$ cat src/rtl/game_pkg.sv
// Shared constants, state encoding and glyph addressing helper for the
// game-over text overlay.
package game_pkg;

  localparam int GLYPH_W    = 20;
  localparam int GLYPH_H    = 20;
  localparam int GLYPH_BITS = 400;

  localparam int SCREEN_W = 640;
  localparam int SCREEN_H = 480;
  localparam int PIX_W    = $clog2(SCREEN_W);

  localparam logic [1:0] ENC_IDLE   = 2'd0;
  localparam logic [1:0] ENC_REVEAL = 2'd1;
  localparam logic [1:0] ENC_BLINK  = 2'd2;
  localparam logic [1:0] ENC_HOLD   = 2'd3;

  typedef enum logic [1:0] {
    ST_IDLE   = ENC_IDLE,
    ST_REVEAL = ENC_REVEAL,
    ST_BLINK  = ENC_BLINK,
    ST_HOLD   = ENC_HOLD
  } state_t;

  // Row-major glyph with the MSB at the top-left cell; row*20 built from shifts.
  function automatic logic [8:0] glyph_bit_idx(input logic [4:0] row, input logic [4:0] col);
    logic [8:0] row20;
    row20 = ({4'b0, row} << 4) + ({4'b0, row} << 2);
    return 9'(GLYPH_BITS - 1) - (row20 + {4'b0, col});
  endfunction

endpackage

$ cat src/rtl/game_over_text_ctrl_if.sv
// Raster, game-control and glyph ROM signals of the game-over text overlay.
interface game_over_text_ctrl_if;
  import game_pkg::*;

  logic                    game_over;
  logic                    restart;
  logic                    frame_tick;
  logic                    video_on;
  logic [PIX_W-1:0]        pixel_x;
  logic [$clog2(SCREEN_H)-1:0] pixel_y;
  logic [GLYPH_BITS-1:0]   letter_count_over;
  logic [3:0]              selected_letter_over;
  logic                    text_pixel;
  logic                    text_active;

  modport master (
    output game_over, restart, frame_tick, video_on, pixel_x, pixel_y, letter_count_over,
    input  selected_letter_over, text_pixel, text_active
  );

  modport slave (
    input  game_over, restart, frame_tick, video_on, pixel_x, pixel_y, letter_count_over,
    output selected_letter_over, text_pixel, text_active
  );
endinterface

$ cat src/rtl/game_over_text_ctrl_text_raster_addr.sv
// Text-box geometry: in_box decode, column/glyph counters that track the
// raster without dividers, the ROM letter select and one stage of delay so
// the glyph coordinates line up with the ROM data.
module text_raster_addr
  import game_pkg::*;
#(
  parameter int TEXT_X0     = 230,
  parameter int TEXT_Y0     = 230,
  parameter int NUM_LETTERS = 9
) (
  input  logic       clock_25,
  input  logic       reset,
  input  logic       video_on_i,
  input  logic [9:0] pixel_x_i,
  input  logic [9:0] pixel_y_i,
  output logic [3:0] sel_o,
  output logic       in_box_d_o,
  output logic       video_on_d_o,
  output logic [4:0] col_d_o,
  output logic [4:0] row_d_o,
  output logic [3:0] pos_d_o
);

  localparam logic [9:0] X_LO = 10'(TEXT_X0);
  localparam logic [9:0] X_HI = 10'(TEXT_X0 + GLYPH_W * NUM_LETTERS);
  localparam logic [9:0] Y_LO = 10'(TEXT_Y0);
  localparam logic [9:0] Y_HI = 10'(TEXT_Y0 + GLYPH_H);

  logic       in_box, at_x0, col_last;
  logic [4:0] col_q, col_cur, row_cur;
  logic [3:0] pos_q, pos_cur;
  logic [3:0] sel_q, pos_d_q;
  logic [4:0] col_d_q, row_d_q;
  logic       in_box_d_q, video_on_d_q;

  assign in_box   = (pixel_x_i >= X_LO) && (pixel_x_i < X_HI) &&
                    (pixel_y_i >= Y_LO) && (pixel_y_i < Y_HI);
  assign at_x0    = (pixel_x_i == X_LO);
  // The left edge of the box re-seeds the counters for the current pixel.
  assign col_cur  = at_x0 ? 5'd0 : col_q;
  assign pos_cur  = at_x0 ? 4'd0 : pos_q;
  assign col_last = (col_cur == 5'(GLYPH_W - 1));
  assign row_cur  = 5'(pixel_y_i - Y_LO);

  // Column/glyph counters prepared for the next pixel of the line.
  always_ff @(posedge clock_25 or posedge reset) begin
    if (reset) begin
      col_q <= '0;
      pos_q <= '0;
    end else if (in_box) begin
      col_q <= col_last ? 5'd0 : col_cur + 5'd1;
      pos_q <= col_last ? pos_cur + 4'd1 : pos_cur;
    end
  end

  // Stage 0: letter select to the ROM and coordinate delay for stage 1.
  always_ff @(posedge clock_25 or posedge reset) begin
    if (reset) begin
      sel_q        <= '0;
      in_box_d_q   <= 1'b0;
      video_on_d_q <= 1'b0;
      col_d_q      <= '0;
      row_d_q      <= '0;
      pos_d_q      <= '0;
    end else begin
      if (in_box) sel_q <= pos_cur;
      in_box_d_q   <= in_box;
      video_on_d_q <= video_on_i;
      col_d_q      <= col_cur;
      row_d_q      <= row_cur;
      pos_d_q      <= pos_cur;
    end
  end

  assign sel_o        = sel_q;
  assign in_box_d_o   = in_box_d_q;
  assign video_on_d_o = video_on_d_q;
  assign col_d_o      = col_d_q;
  assign row_d_o      = row_d_q;
  assign pos_d_o      = pos_d_q;

endmodule

$ cat src/rtl/game_over_text_ctrl.sv
// Game-over text overlay: reveal/blink/hold sequencing on frame ticks and
// glyph bit extraction for the pixel colour mux.
//
// state  | meaning
// IDLE   | no text drawn, waiting for game_over
// REVEAL | letters appear one at a time, every REVEAL_FRAMES frames
// BLINK  | full text, toggling every BLINK_FRAMES frames
// HOLD   | game_over dropped without restart, full text steady
module game_over_text_ctrl
  import game_pkg::*;
#(
  parameter int TEXT_X0       = 230,
  parameter int TEXT_Y0       = 230,
  parameter int NUM_LETTERS   = 9,
  parameter int REVEAL_FRAMES = 15,
  parameter int BLINK_FRAMES  = 30
) (
  input logic clock_25,
  input logic reset,
  game_over_text_ctrl_if.slave bus
);

  state_t     state_q, state_d;
  logic [3:0] revealed_q, revealed_d;
  logic [4:0] frame_cnt_q, frame_cnt_d;
  logic       blink_on_q, blink_on_d;

  logic [3:0] sel, pos_d;
  logic [4:0] col_d, row_d;
  logic       in_box_d, video_on_d, visible, glyph_bit, text_pixel_q;

  text_raster_addr #(
    .TEXT_X0    (TEXT_X0),
    .TEXT_Y0    (TEXT_Y0),
    .NUM_LETTERS(NUM_LETTERS)
  ) u_raster (
    .clock_25    (clock_25),
    .reset       (reset),
    .video_on_i  (bus.video_on),
    .pixel_x_i   (bus.pixel_x),
    .pixel_y_i   (bus.pixel_y),
    .sel_o       (sel),
    .in_box_d_o  (in_box_d),
    .video_on_d_o(video_on_d),
    .col_d_o     (col_d),
    .row_d_o     (row_d),
    .pos_d_o     (pos_d)
  );

  // FSM state and reveal/blink bookkeeping.
  always_ff @(posedge clock_25 or posedge reset) begin
    if (reset) begin
      state_q     <= ST_IDLE;
      revealed_q  <= '0;
      frame_cnt_q <= '0;
      blink_on_q  <= 1'b1;
    end else begin
      state_q     <= state_d;
      revealed_q  <= revealed_d;
      frame_cnt_q <= frame_cnt_d;
      blink_on_q  <= blink_on_d;
    end
  end

  // Next state: restart beats a game_over drop, which beats frame_tick.
  always_comb begin
    state_d     = state_q;
    revealed_d  = revealed_q;
    frame_cnt_d = frame_cnt_q;
    blink_on_d  = blink_on_q;
    unique case (state_q)
      ST_IDLE: begin
        if (bus.game_over && !bus.restart) begin
          state_d     = ST_REVEAL;
          revealed_d  = 4'd1;
          frame_cnt_d = '0;
        end
      end
      ST_REVEAL, ST_BLINK: begin
        if (bus.restart) begin
          state_d     = ST_IDLE;
          revealed_d  = '0;
          frame_cnt_d = '0;
          blink_on_d  = 1'b1;
        end else if (!bus.game_over) begin
          state_d = ST_HOLD;
        end else if (bus.frame_tick) begin
          if (state_q == ST_REVEAL) begin
            if (frame_cnt_q == 5'(REVEAL_FRAMES - 1)) begin
              frame_cnt_d = '0;
              revealed_d  = revealed_q + 4'd1;
              if (revealed_d == 4'(NUM_LETTERS)) begin
                state_d    = ST_BLINK;
                blink_on_d = 1'b1;
              end
            end else begin
              frame_cnt_d = frame_cnt_q + 5'd1;
            end
          end else begin
            if (frame_cnt_q == 5'(BLINK_FRAMES - 1)) begin
              frame_cnt_d = '0;
              blink_on_d  = !blink_on_q;
            end else begin
              frame_cnt_d = frame_cnt_q + 5'd1;
            end
          end
        end
      end
      ST_HOLD: begin
        if (bus.restart) begin
          state_d     = ST_IDLE;
          revealed_d  = '0;
          frame_cnt_d = '0;
          blink_on_d  = 1'b1;
        end
      end
    endcase
  end

  // Per-letter visibility for the glyph currently at stage 1.
  always_comb begin
    visible = 1'b0;
    unique case (state_q)
      ST_REVEAL: visible = (pos_d < revealed_q);
      ST_BLINK:  visible = blink_on_q;
      ST_HOLD:   visible = 1'b1;
      ST_IDLE:   visible = 1'b0;
    endcase
  end

  assign glyph_bit = bus.letter_count_over[glyph_bit_idx(row_d, col_d)];

  // Stage 2: registered text pixel.
  always_ff @(posedge clock_25 or posedge reset) begin
    if (reset) text_pixel_q <= 1'b0;
    else       text_pixel_q <= glyph_bit & in_box_d & video_on_d & visible;
  end

  assign bus.selected_letter_over = sel;
  assign bus.text_pixel           = text_pixel_q;
  assign bus.text_active          = (state_q != ST_IDLE);

endmodule
$ cat src/flat_wrapper.sv
// flat-port wrapper written by rule: the top's interface ports become plain ports
module game_over_text_ctrl_flat import game_pkg::*;
#(
  parameter int TEXT_X0       = 230,
  parameter int TEXT_Y0       = 230,
  parameter int NUM_LETTERS   = 9,
  parameter int REVEAL_FRAMES = 15,
  parameter int BLINK_FRAMES  = 30
)
  (clock_25, reset, bus_game_over, bus_restart, bus_frame_tick, bus_video_on, bus_pixel_x, bus_pixel_y, bus_letter_count_over, bus_selected_letter_over, bus_text_pixel, bus_text_active);
  game_over_text_ctrl_if bus_i ();
  input logic clock_25;
  input logic reset;
  input wire logic [$bits(bus_i.game_over)-1:0] bus_game_over;
  input wire logic [$bits(bus_i.restart)-1:0] bus_restart;
  input wire logic [$bits(bus_i.frame_tick)-1:0] bus_frame_tick;
  input wire logic [$bits(bus_i.video_on)-1:0] bus_video_on;
  input wire logic [$bits(bus_i.pixel_x)-1:0] bus_pixel_x;
  input wire logic [$bits(bus_i.pixel_y)-1:0] bus_pixel_y;
  input wire logic [$bits(bus_i.letter_count_over)-1:0] bus_letter_count_over;
  output wire logic [$bits(bus_i.selected_letter_over)-1:0] bus_selected_letter_over;
  output wire logic [$bits(bus_i.text_pixel)-1:0] bus_text_pixel;
  output wire logic [$bits(bus_i.text_active)-1:0] bus_text_active;
  assign bus_i.game_over = bus_game_over;
  assign bus_i.restart = bus_restart;
  assign bus_i.frame_tick = bus_frame_tick;
  assign bus_i.video_on = bus_video_on;
  assign bus_i.pixel_x = bus_pixel_x;
  assign bus_i.pixel_y = bus_pixel_y;
  assign bus_i.letter_count_over = bus_letter_count_over;
  assign bus_selected_letter_over = bus_i.selected_letter_over;
  assign bus_text_pixel = bus_i.text_pixel;
  assign bus_text_active = bus_i.text_active;
  game_over_text_ctrl #(.TEXT_X0(TEXT_X0), .TEXT_Y0(TEXT_Y0), .NUM_LETTERS(NUM_LETTERS), .REVEAL_FRAMES(REVEAL_FRAMES), .BLINK_FRAMES(BLINK_FRAMES)) u_core (.clock_25(clock_25), .reset(reset), .bus(bus_i));
endmodule
$ cat config.mk
export PLATFORM = sky130hd
export DESIGN_NAME = game_over_text_ctrl_flat
export DESIGN_NICKNAME = d
export VERILOG_FILES = /design/src/rtl/game_pkg.sv /design/src/rtl/game_over_text_ctrl_if.sv /design/src/rtl/game_over_text_ctrl_text_raster_addr.sv /design/src/rtl/game_over_text_ctrl.sv /design/src/flat_wrapper.sv
export SDC_FILE = /design/constraint.sdc
export NUM_CORES = 1
export LEC_CHECK = 0
export BUFFER_PORTS_ARGS = -buffer_cell sky130_fd_sc_hd__buf_2
export CORE_AREA = 3 3 168 170
export DETAILED_ROUTE_END_ITERATION = 16
export DIE_AREA = 0 0 171 173
export GPL_TIMING_DRIVEN = 0
export PLACE_DENSITY = 0.57
export SLEW_MARGIN = 40
export SYNTH_ARGS = -nofsm -noshare
export SYNTH_HDL_FRONTEND = slang
export SYNTH_SLANG_ARGS = --single-unit
export TNS_END_PERCENT = 50
$ cat constraint.sdc
create_clock -name clock_25 -period 4.6 [get_ports clock_25]
set_input_delay 0.46 -clock clock_25 [delete_from_list [all_inputs] [get_ports clock_25]]
set_output_delay 0.46 -clock clock_25 [all_outputs]
set_load 0.005 [all_outputs]
==> results of run 1 <==
-- registers in the layout (all words and copies together), names as in the netlist --
name and count:
u_core.state_q 2, u_core.u_raster.row_d_o 5, u_core.u_raster.pos_d_o 4, u_core.u_raster.col_q 5, u_core.u_raster.video_on_d_o 1, u_core.u_raster.sel_o 4, u_core.u_raster.col_d_o 5, u_core.blink_on_q 1
u_core.u_raster.pos_q 4, u_core.u_raster.in_box_d_o 1, u_core.frame_cnt_q 5, u_core.revealed_q 4, u_core.bus.text_pixel 1
-- what timing repair did --
item / in CTS / in global routing
gates resized for setup: 0 / 0
hold buffers: 0 / 0
hold endpoints to repair: 0 / 0
setup endpoints to repair: 0 / 1
setup buffers: 0 / 0
-- per-layer routing --
metal	vias up	wire length (um)
li1	3107	-
met1	3408	12900
met2	427	15100
met3	41	3230
met4	6	575
met5	-	34
-- kinds of logic (layout without fill, tap and decap cells) --
group	after synthesis	in the layout	share of synthesized area (%)
flops	42	42	17.6
mux	128	128	41.7
compound gates	133	133	15.0
simple gates	138	138	11.9
fa+ha+maj	33	33	7.02
buf+inv	69	507	5.48
other cells	0	7	0
xor+xnor	9	9	1.32
-- where the power goes --
part | switching (mW) | total, mW | leakage [nW] | internal (mW)
clock | 0.140 | 0.396 | 0.0771 | 0.256
sequential | 0.0444 | 0.457 | 0.548 | 0.413
combinational | 0.877 | 1.67 | 3.47 | 0.793
total | 1.06 | 2.52 | 4.10 | 1.46
-- layout make-up --
type | instances | area (sq um) | area share, %
antenna | 7 | 17.5 | 0.199
buffer | 40 | 219 | 2.49
clock buffer | 6 | 129 | 1.47
clock inverter | 2 | 37.5 | 0.427
inverter | 28 | 108 | 1.22
multi-input combinational | 441 | 4620 | 52.6
sequential | 42 | 1050 | 12.0
tap | 341 | 427 | 4.85
timing repair buffer | 431 | 2180 | 24.8
-- tightest hold or removal path: cells and delay by family --
kind	cells	cell delay (ns)
buffers and inverters	3	0.39
-- worst paths after layout --
check | endpoint | slack, ns | depth (start not counted)
max | u_core.bus.text_pixel$_DFF_PP0_ | 0.43 | 13
min | u_core.u_raster.sel_o[3]$_DFFE_PP0P_ | 0.20 | 3
max reg2reg | u_core.bus.text_pixel$_DFF_PP0_ | 0.43 | 13
min reg2reg | u_core.u_raster.pos_q[2]$_DFFE_PP0P_ | 0.49 | 1
max in group asynchronous | u_core.blink_on_q$_DFFE_PP1P_ | 4.14 | 3
min in group clock_25 | u_core.u_raster.video_on_d_o$_DFF_PP0_ | 0.28 | 1
-- layout by cell type (no fill, tap or decap), drive strengths merged, types with 19 or more instances in the layout --
cell,synthesis,layout
a21oi,28,28
a22oi,19,19
buf,33,464
dfrtp,41,41
ha,32,32
inv,28,28
mux2i,23,23
mux4,96,96
nand2,30,30
nor2,25,25
o21ai,23,23
==> metrics.md, run 1 <==
| Metric | Value |
|---|---|
| Die Width | ~170 um |
| Setup WS post-layout | 0.429 ns |
| Most Used Layer, Global Route | met2 |
| Final hold slack | approximately 0.2 ns |
| Core Area | 26,900 sq um |
| Non-Filler Instances | about 1,300 |
| Status | finished, final reports clean |
| R2R Path Start | u_core.u_raster.row_d_o[0]$_DFF_PP0_ |
| Clock-pin slew on the worst setup and hold paths | about 0.060 ns |
| Syn Nets | 1,010 |
| GPL Wtd Cong | 0.928 |
| Post-DP HPWL | between 20,000 and 30,000 um |
| Worst vdd ir | 0.000180 V |
| Pwr Total | 2.52 mW |
| Clock latency at the later pin of the worst-skew pair | roughly 0.28 ns |
| CP top delay family | buffers and inverters |
| 1st-iter DRT viols | 512 |
| Primary FF master, synth | dfrtp_1 |
| PwrDens | ~290 nW/um^2 |
| Critical Path Fanout Max | 10 |
| Fin Setup TNS | 0 ns |
| Largest net degree at the start of global routing | 43 |
| Cell with the most instances after synthesis | mux4_2 |
| Crit path cell chain | ha_1 > buf_2 > buf_2 > inv_1 > ha_1 > nor3_1 > or2_2 > buf_2 > a21oi_1 > nor3_1 > a21oi_1 > a2111oi_0 > o31ai_1 |
| TritonCTS clock tree | done |
| Layout cell share with drive strength beyond 1 | 58.9% |
| Sequential area share after synthesis | 17.6% |
| Crit Path Class | reg -> reg |
| Area Growth Syn to Fin | 46.8% |
| Initial antenna violation count | 10 |
| Worst setup startpoint | u_core.u_raster.row_d_o[0]$_DFF_PP0_ |
| Final setup viols | 0 |
| Fill cell count | 2,829 |
| Top cells by count, synth | 96 x mux4_2, 41 x dfrtp_1, 32 x ha_1 |
| Fin crit share | 90.7% |
| CP endpoint kind | flop |
| Synth Area per Inst | around 11 sq um |
| Critical path data required time | 4.73 ns |
| Leakage power | 4.10 nW |
| Initial Util | 22.3% |
| CP startpoint kind | flop |
| Total Routing Usage GR | 20.2% |
| Max Root-Sink Buffers | 2 |
| Slowest stage delay, CP | 0.51 ns |
| Remaining antenna violation count after routing | 0 |
| # DRC | 0 |
| Top Ports | 431 |
| Pins over their slew limit | 0 |
| Post-placement cell count | 1,324 |
| Grt ovf | 0 |
| Met1 usage | a little over a quarter |
| Tightest slew margin relative to the limit | 50.4% |
| Synth Instances | 552 |
| Met3 Usage GRT | 5.46% |
| Flops & latches, synth | 42 |
| Grt met2 use | 33.4% |
| Row cnt | 60 |
| Number of synthesized flops with an enable pin | 0 |
| Drt first pass iters | 5 |
| Buffers added on ports | 430 |
| Detailed-route vias per instance | 5.22 |
| Share of the synthesized area in the top cell type | 36.1% |
| Num Clock Sinks | 42 |
| MaxCap Viol Count | 0 |
| Wire per inst | ~24 um |
| Total wire length | about 32,000 um |
| RSZ-0062 raised after global routing | false |
| Worst-Margin Slew | ~0.74 ns |
| Synth warn | 0 |
| Pre-CTS setup slack | 0.0549 ns |
| Synth area leaders | mux4_2 36%, dfrtp_1 17%, ha_1 6.7% |
| Biggest area consumer among synthesized cells | mux4_2 |
| Util after Layout | 32.7% |
| Crit path buf inv count | 4 |
| Fmax | 0.240 GHz |
| Root Driver | clkbuf_16 |
| Critical-path top delay cell | a2111oi_0 |
| Arrival @ worst endpoint | 4.30 ns |
| Post-synthesis async set-or-reset flop share | 100% |
| Unique cell type count in the Yosys netlist | 65 |
| Cts bufs inserted | 5 |
| Worst hold-check path type | in -> async |
| Cell mode on critical path | buf_2 |
| Nets@finish | around 1,400 |
| Synthesized area | 5990 sq um |
| First-pass GRT wire length | 44,600 um |
| Design area | 8790 sq um |
| Die area | 29,600 sq um |
| H-Tree Depth | 2 |
| Fin. Hold Viols | 0 |
| Tmin final | 4.17 ns |
| DP Area | ~8600 sq um |
| Die Height | 173 um |
| Worst Skew | between 0.007 and 0.008 ns |
| Number of global-route vias before repair | 7,319 |
| Vias | 6,989 |
Power figures use the tool's default switching activity.
==> run 2, diff against run 1 <==
--- a/config.mk
+++ b/config.mk
@@ -5,12 +5,13 @@
 export SDC_FILE = /design/constraint.sdc
 export NUM_CORES = 1
 export LEC_CHECK = 0
+export ABC_AREA = 1
 export BUFFER_PORTS_ARGS = -buffer_cell sky130_fd_sc_hd__buf_2
-export CORE_AREA = 3 3 168 170
+export CORE_AREA = 3 3 166 168
 export DETAILED_ROUTE_END_ITERATION = 16
-export DIE_AREA = 0 0 171 173
+export DIE_AREA = 0 0 169 171
 export GPL_TIMING_DRIVEN = 0
-export PLACE_DENSITY = 0.57
+export PLACE_DENSITY = 0.61
 export SLEW_MARGIN = 40
 export SYNTH_ARGS = -nofsm -noshare
 export SYNTH_HDL_FRONTEND = slang
==> run 2 against run 1 <==
Against the previous run: die area down 2.3%; fmax up 25%; synthesized cell count up 130%; via count up 43%; sequential share of layout area down 0.92 points; utilization up 3.8 points.
==> metrics.md, run 2 <==
| Metric | Value |
|---|---|
| Area Growth Syn to Fin | 41.3% |
| Synth Area per Inst | 5.24 sq um |
| Tightest slew margin relative to the limit | 53.9% |
| Post-DP HPWL | 31,800 um |
| Share of the synthesized area in the top cell type | 34.6% |
| Clock power share | 15.8% |
| # resized after CTS | 0 |
| Max Root-Sink Buffers | 2 |
| Primary FF master, synth | dfrtp_1 |
| 1st-iter DRT viols | 626 |
| Detailed-route vias per instance | 4.86 |
| Largest net degree at the start of global routing | 43 |
| Critical Path Fanout Max | 10 |
| Post-synthesis async set-or-reset flop share | between 90% and 100% |
| Register share of total power | 15.7% |
| PwrDens | ~300 nW/um^2 |
| Int Pwr | 1.45 mW |
| Unique cell type count in the Yosys netlist | 38 |
| Critical path data required time | 4.79 ns |
| Worst hold-check path type | in -> async |
| Die Height | 171 um |
| Most frequent cells in the layout | 621 x nand2_1, 480 x buf_2, 258 x nand3_1, 66 x inv_1, 57 x nor2_1 |
| Clock-pin slew on the worst setup and hold paths | 0.06 ns |
| Cell with the most instances after synthesis | nand2_1 |
| Vias | 10,000 |
| Synth Instances | roughly 1,300 |
| H-Tree Depth | 2 |
| Synthesized area | 6740 sq um |
| Combinational share of power | between 60% and 70% |
| Num Clock Sinks | 42 |
| Total wire length | 37,900 um |
| Sequential area share after synthesis | 15.6% |
| Fin Setup TNS | 0 ns |
| TritonCTS clock tree | done |
| Arrival @ worst endpoint | 3.51 ns |
| CP startpoint kind | flop |
| Buffers added on ports | 430 |
| Synth warn | 0 |
| Row cnt | 59 |
| Worst-Margin Slew | 0.691 ns |
| Biggest area consumer among synthesized cells | nand2_1 |
| Switching Fraction | 50.6% |
| Drt first pass iters | 5 |
| MaxCap Viol Count | 0 |
| Root Driver | clkbuf_16 |
| Flops & latches, synth | 42 |
| Fmax | 0.301 GHz |
| Hold buffer count at cts | 0 |
| Grt ovf | 0 |
| Layout cell share with drive strength beyond 1 | 30.1% |
| Synth area leaders | nand2_1 35%, nand3_1 19%, dfrtp_1 15% |
| Pins over their slew limit | 0 |
| Top cells by count, synth | 621 x nand2_1, 258 x nand3_1, 67 x inv_1 |
| Most common cell after layout, fill and taps aside | nand2_1 |
| Crit Path Class | reg -> reg |
| RSZ-0062 raised after global routing | false |
| # DRC | 0 |
| Remaining antenna violation count after routing | 0 |
| Post-CTS setup buffers | 0 |
| Final setup viols | 0 |
| Number of synthesized flops with an enable pin | 0 |
| Top Ports | 431 |
| Die area | 28,900 sq um |
| Status | finished, final reports clean |
| Switching pwr | 1.49 mW |
| Initial Util | 25.9% |
| Syn Nets | 1,744 |
| Fin. Hold Viols | 0 |
| First-pass GRT wire length | 54,200 um |
| Final hold slack | 0.220 ns |
| GPL Wtd Cong | 0.948 |
| CP endpoint kind | flop |
| Clock latency at the later pin of the worst-skew pair | 0.28 ns |
| Die Width | 169 um |
| Fin crit share | slightly above 70% |
| Number of global-route vias before repair | 9,565 |
| Total Routing Usage GR | 24.3% |
| Core Area | 26,100 sq um |
| Cts bufs inserted | 5 |
| Worst vdd ir | 0.000189 V |
| Wire per inst | 18.4 um |
| Worst Skew | 0.00526 ns |
| Leakage power | between 5 and 6 nW |
| Nets@finish | about 2,200 |
| Initial antenna violation count | 14 |
| Tmin final | 3.32 ns |
[run 2: cell types whose count changed after synthesis, moves of 9 or more]
| cell | delta |
|---|---|
| nor2_1 | +32 |
| mux2i_1 | -23 |
| nand2_1 | +591 |
| nor2b_1 | -12 |
| o21ai_0 | +17 |
| nand3_1 | +243 |
| and2_1 | -11 |
| inv_1 | +40 |
| buf_2 | +31 |
| a22oi_1 | -19 |
| mux4_2 | -96 |
| mux2_2 | -9 |
| nand2b_1 | -9 |
[run 2: final cells by class]
class	count	area, sq um
clock buffer	6	139
sequential	42	1050
buffer	78	419
tap	335	419
clock inverter	2	60.1
inverter	73	277
antenna	5	12.5
multi-input combinational	1093	4990
timing repair buffer	430	2150
fill	3031	16500
[run 2: logic make-up after synthesis]
kind of cell | share of synthesized area, %
and+or+nand+nor | 59.1
buffers and inverters | 10.3
AOI/OAI and AO/OA | 7.24
DFF | 15.6
adders and majority gates | 6.24
xor gates and xnor gates | 1.54
[run 2: worst paths after layout]
check                                                              end                                 start  slack, ns  cells after the start
worst max register to register         u_core.bus.text_pixel$_DFF_PP0_  u_core.u_raster.row_d_o[0]$_DFF_PP0_       1.28                     16
min in group clock_25           u_core.u_raster.video_on_d_o$_DFF_PP0_                          bus_video_on       0.29                      1
max in group asynchronous                u_core.blink_on_q$_DFFE_PP1P_                                 reset       4.02                      2
worst min register to register    u_core.u_raster.sel_o[2]$_DFFE_PP0P_  u_core.u_raster.sel_o[2]$_DFFE_PP0P_       0.49                      2
worst min-delay path              u_core.u_raster.pos_q[2]$_DFFE_PP0P_                                 reset       0.22                      2
worst max-delay path                   u_core.bus.text_pixel$_DFF_PP0_  u_core.u_raster.row_d_o[0]$_DFF_PP0_       1.28                     16
[run 2: power groups by stage]
stage	Sequential [mW]	Combinational, mW	Clock, mW
3_5_place_dp	0.467	2.00	0
4_1_cts	0.459	2.01	0.473
3_3_place_gp	0.463	1.99	0
5_1_grt	0.467	2.26	0.493
6_report	0.459	2.01	0.464
2_1_floorplan	0.456	1.27	0
[run 2: stage by stage]
step           std cells  worst slack (ns)  utilization (%)  total power [mW]  area [sq um]
2_1_floorplan       1286              1.97                -              1.73          6740
3_3_place_gp        2051              1.26             35.7              2.46          9310
3_5_place_dp        2051              1.28             35.7              2.46          9310
4_1_cts             2059              1.25             36.5              2.94          9510
5_1_grt             2064              1.02             36.5              3.22          9520
6_report            2064              1.28             36.5              2.93          9520
[run 2: routing by layer]
metal  vias up  share of wire [%]  routed length, um  global-route usage [%]
met4        14                2.4                915                    6.63
met2       391                 50              18900                    44.3
met5         -               0.20                 76                       0
met1      4556                 41              15600                    30.1
li1       5006                  -                  -                       -
met3        58                6.4               2420                    3.42
[run 2: critical path, stage by stage (launching register included)]
cell     delay, ns
dfrtp_1       0.41
ha_1          0.34
buf_4         0.20
inv_2         0.15
buf_2         0.35
ha_1          0.26
nor2_2        0.06
xor2_2        0.38
buf_4         0.29
nand3_1       0.09
nor2_1        0.19
nand3_1       0.09
nand2_1       0.07
nand2_1       0.05
nand2_1       0.05
nand2_1       0.04
nor2_1        0.19
==> run 3, diff against run 2 <==
--- a/config.mk
+++ b/config.mk
@@ -5,13 +5,13 @@
 export SDC_FILE = /design/constraint.sdc
 export NUM_CORES = 1
 export LEC_CHECK = 0
-export ABC_AREA = 1
+export ABC_AREA = 0
 export BUFFER_PORTS_ARGS = -buffer_cell sky130_fd_sc_hd__buf_2
-export CORE_AREA = 3 3 166 168
+export CORE_AREA = 3 3 168 170
 export DETAILED_ROUTE_END_ITERATION = 16
-export DIE_AREA = 0 0 169 171
+export DIE_AREA = 0 0 171 173
 export GPL_TIMING_DRIVEN = 0
-export PLACE_DENSITY = 0.61
+export PLACE_DENSITY = 0.57
 export SLEW_MARGIN = 40
 export SYNTH_ARGS = -nofsm -noshare
 export SYNTH_HDL_FRONTEND = slang
==> constraint.sdc (replaced) <==
create_clock -name clock_25 -period 3.1 [get_ports clock_25]
set_input_delay 0.31 -clock clock_25 [delete_from_list [all_inputs] [get_ports clock_25]]
set_output_delay 0.31 -clock clock_25 [all_outputs]
set_load 0.005 [all_outputs]
==> run 3 against run 2 <==
Against the previous run: the flow now finishes with violations (setup timing); worst setup slack worse by 1.6 ns; count of clock-buffer cells in the layout decreased by 1; critical path type unchanged; die area grew 2.4%; register-to-register slack lost 1.6 ns; final cell count down 35%.
==> metrics.md, run 3 (synthesized netlist as in run 1, its figures left out) <==
| Metric | Value |
|---|---|
| Wire per inst | 24.3 um |
| Layout cell share with drive strength beyond 1 | 63.7% |
| Number of global-route vias before repair | 7,346 |
| Worst vdd ir | 0.000256 V |
| Post-placement cell count | ~1,300 |
| Setup WS post-layout | -0.294 ns |
| Leakage power | about 4.3 nW |
| GPL Wtd Cong | 0.914 |
| Reg-to-reg setup timing slack | -0.29 ns |
| MaxCap Viol Count | 0 |
| Largest net degree at the start of global routing | 42 |
| Arrival @ worst endpoint | 3.56 ns |
| Worst-Margin Slew | around 0.75 ns |
| Clock-pin slew on the worst setup and hold paths | 0.07 ns |
| R2r endpoint | u_core.bus.text_pixel$_DFF_PP0_ |
| Total Routing Usage GR | 20.6% |
| R2R Path Start | u_core.u_raster.row_d_o[0]$_DFF_PP0_ |
| Final hold slack | about 0.13 ns |
| PwrDens | 431 nW/um^2 |
| CP startpoint kind | flop |
| Final setup viols | 1 |
| Fill cell count | approximately 2,800 |
| Top Ports | between 400 and 500 |
| Max Root-Sink Buffers | 2 |
| Root Driver | clkbuf_16 |
| Tightest slew margin relative to the limit | 50.0% |
| Area Growth Syn to Fin | 55.4% |
| Violated checks | setup timing |
| Status | finished with violations |
| R2R depth | 13 |
| Core Area | around 27,000 sq um |
| Fin crit share | 109% |
| CP endpoint kind | flop |
| Die Height | 173 um |
| Non-Filler Instances | 1,351 |
| Die area | 29,600 sq um |
| Initial Util | 22.3% |
| H-Tree Depth | 2 |
| Remaining antenna violation count after routing | 0 |
| 1st-iter DRT viols | 562 |
| Hold Crit Start | bus_video_on |
| Num Clock Sinks | 42 |
| Fmax | slightly below 0.3 GHz |
| Drt first pass iters | 6 |
| Worst hold-check path type | in -> reg |
| Pwr Total | ~4 mW |
| Clock latency at the later pin of the worst-skew pair | 0.28 ns |
| Critical path data required time | 3.27 ns |
| Util after Layout | 34.6% |
| Crit Path Class | reg -> reg |
| Total wire length | 32,800 um |
| First-pass GRT wire length | roughly 45,000 um |
| Cts bufs inserted | 5 |
| Pre-CTS setup slack | -1.25 ns |
| Fin. Hold Viols | 0 |
| Detailed-route vias per instance | 5.27 |
| Post-DP HPWL | 28,100 um |
| Critical Path Fanout Max | 10 |
| Initial antenna violation count | 7 |
| RSZ-0062 raised after global routing | true |
| Pins over their slew limit | 0 |
| Tmin final | 3.39 ns |
| Buffers added on ports | 430 |
| Most common cell after layout, fill and taps aside | buf_2 |
| Die Width | 171 um |
| Vias | 7,115 |
| Worst Skew | between 0.005 and 0.006 ns |
| Hold endpoint | u_core.u_raster.video_on_d_o$_DFF_PP0_ |
| Nets@finish | 1,465 |
| Hold path depth | 1 |
| TritonCTS clock tree | done |
| # DRC | 0 |
| Most frequent cells in the layout | 445 x buf_2, 96 x mux4_2, 41 x dfrtp_1, 29 x nand2_1, 27 x ha_1 |
| Row cnt | 60 |
| Grt ovf | 0 |
==> run 3: cell count changes in the layout (fill, tap and decap cells not counted), sizes merged, moves of 11 or more <==
cell / change
inv: -44
nand3: -243
buf: -22
nor2b: +12
mux4: +96
nor2: -37
mux2i: +23
a22oi: +19
and2: +11
nand2: -592
o21ai: -21
==> run 3: per-layer routing <==
layer | part of all wire [%] | track usage [%] | wire, um | vias to the layer above
met1 | 40 | 26.1 | 13100 | 3500
met5 | 0.13 | 0 | 42 | -
met3 | 9.8 | 5.30 | 3220 | 37
met2 | 48 | 35.4 | 15900 | 423
li1 | - | - | - | 3149
met4 | 1.7 | 4.26 | 551 | 6
==> run 3: repair_timing <==
action,in CTS,in global routing
gates cloned,1,0
buffers inserted,6,11
hold endpoints to repair,1,0
hold buffers,1,0
gates resized for setup,56,25
setup endpoints to repair,1,1
pin swaps,6,13
==> run 3: how the worst max path moves through the flow <==
stage | slack [ns] | start | depth (start not counted) | end
floorplan | 0.02 | u_core.u_raster.row_d_o[0]$_DFF_PP0_ | 13 | u_core.bus.text_pixel$_DFF_PP0_
global placement | -1.30 | u_core.u_raster.row_d_o[0]$_DFF_PP0_ | 14 | u_core.bus.text_pixel$_DFF_PP0_
detailed placement | -1.25 | u_core.u_raster.row_d_o[0]$_DFF_PP0_ | 14 | u_core.bus.text_pixel$_DFF_PP0_
CTS | -0.28 | u_core.u_raster.row_d_o[2]$_DFF_PP0_ | 11 | u_core.bus.text_pixel$_DFF_PP0_
global route | -0.36 | u_core.u_raster.col_d_o[4]$_DFF_PP0_ | 12 | u_core.bus.text_pixel$_DFF_PP0_
finish | -0.29 | u_core.u_raster.row_d_o[0]$_DFF_PP0_ | 13 | u_core.bus.text_pixel$_DFF_PP0_
==> run 3: metrics by stage <==
step | cell area [sq um] | TNS (ns)
global placement | 8600 | -1.30
detailed placement | 8630 | -1.25
global route | 9310 | -0.356
floorplan | 6020 | 0
CTS | 9090 | -0.277
finish | 9310 | -0.294
==> run 3: critical path: stages, from the launching register on <==
cell and delay (ns):
dfrtp_1 0.42, ha_4 0.31, buf_8 0.15, buf_12 0.15, clkinvlp_4 0.15, ha_4 0.21
o21a_4 0.19, or2_4 0.33, buf_12 0.17, o31a_1 0.16, a31oi_1 0.21, o32ai_1 0.11
o31a_1 0.35, o31ai_4 0.35
==> run 3: cell type report <==
type                       instances  area (sq um)  area share, %
multi-input combinational        441          4870           52.4
clock buffer                       5           125           1.34
timing repair buffer             450          2350           25.3
antenna                            2          5.00         0.0538
buffer                            39           322           3.46
clock inverter                     3          25.0          0.269
inverter                          28           124           1.33
sequential                        42          1050           11.3
tap                              341           427           4.58
==> run 3: power by group <==
| part | total [mW] | internal, mW | switching [mW] | leakage, nW |
|---|---|---|---|---|
| Sequential | 0.679 | 0.612 | 0.0674 | 0.548 |
| Combinational | 2.80 | 1.36 | 1.44 | 3.67 |
| Clock | 0.534 | 0.303 | 0.231 | 0.0704 |
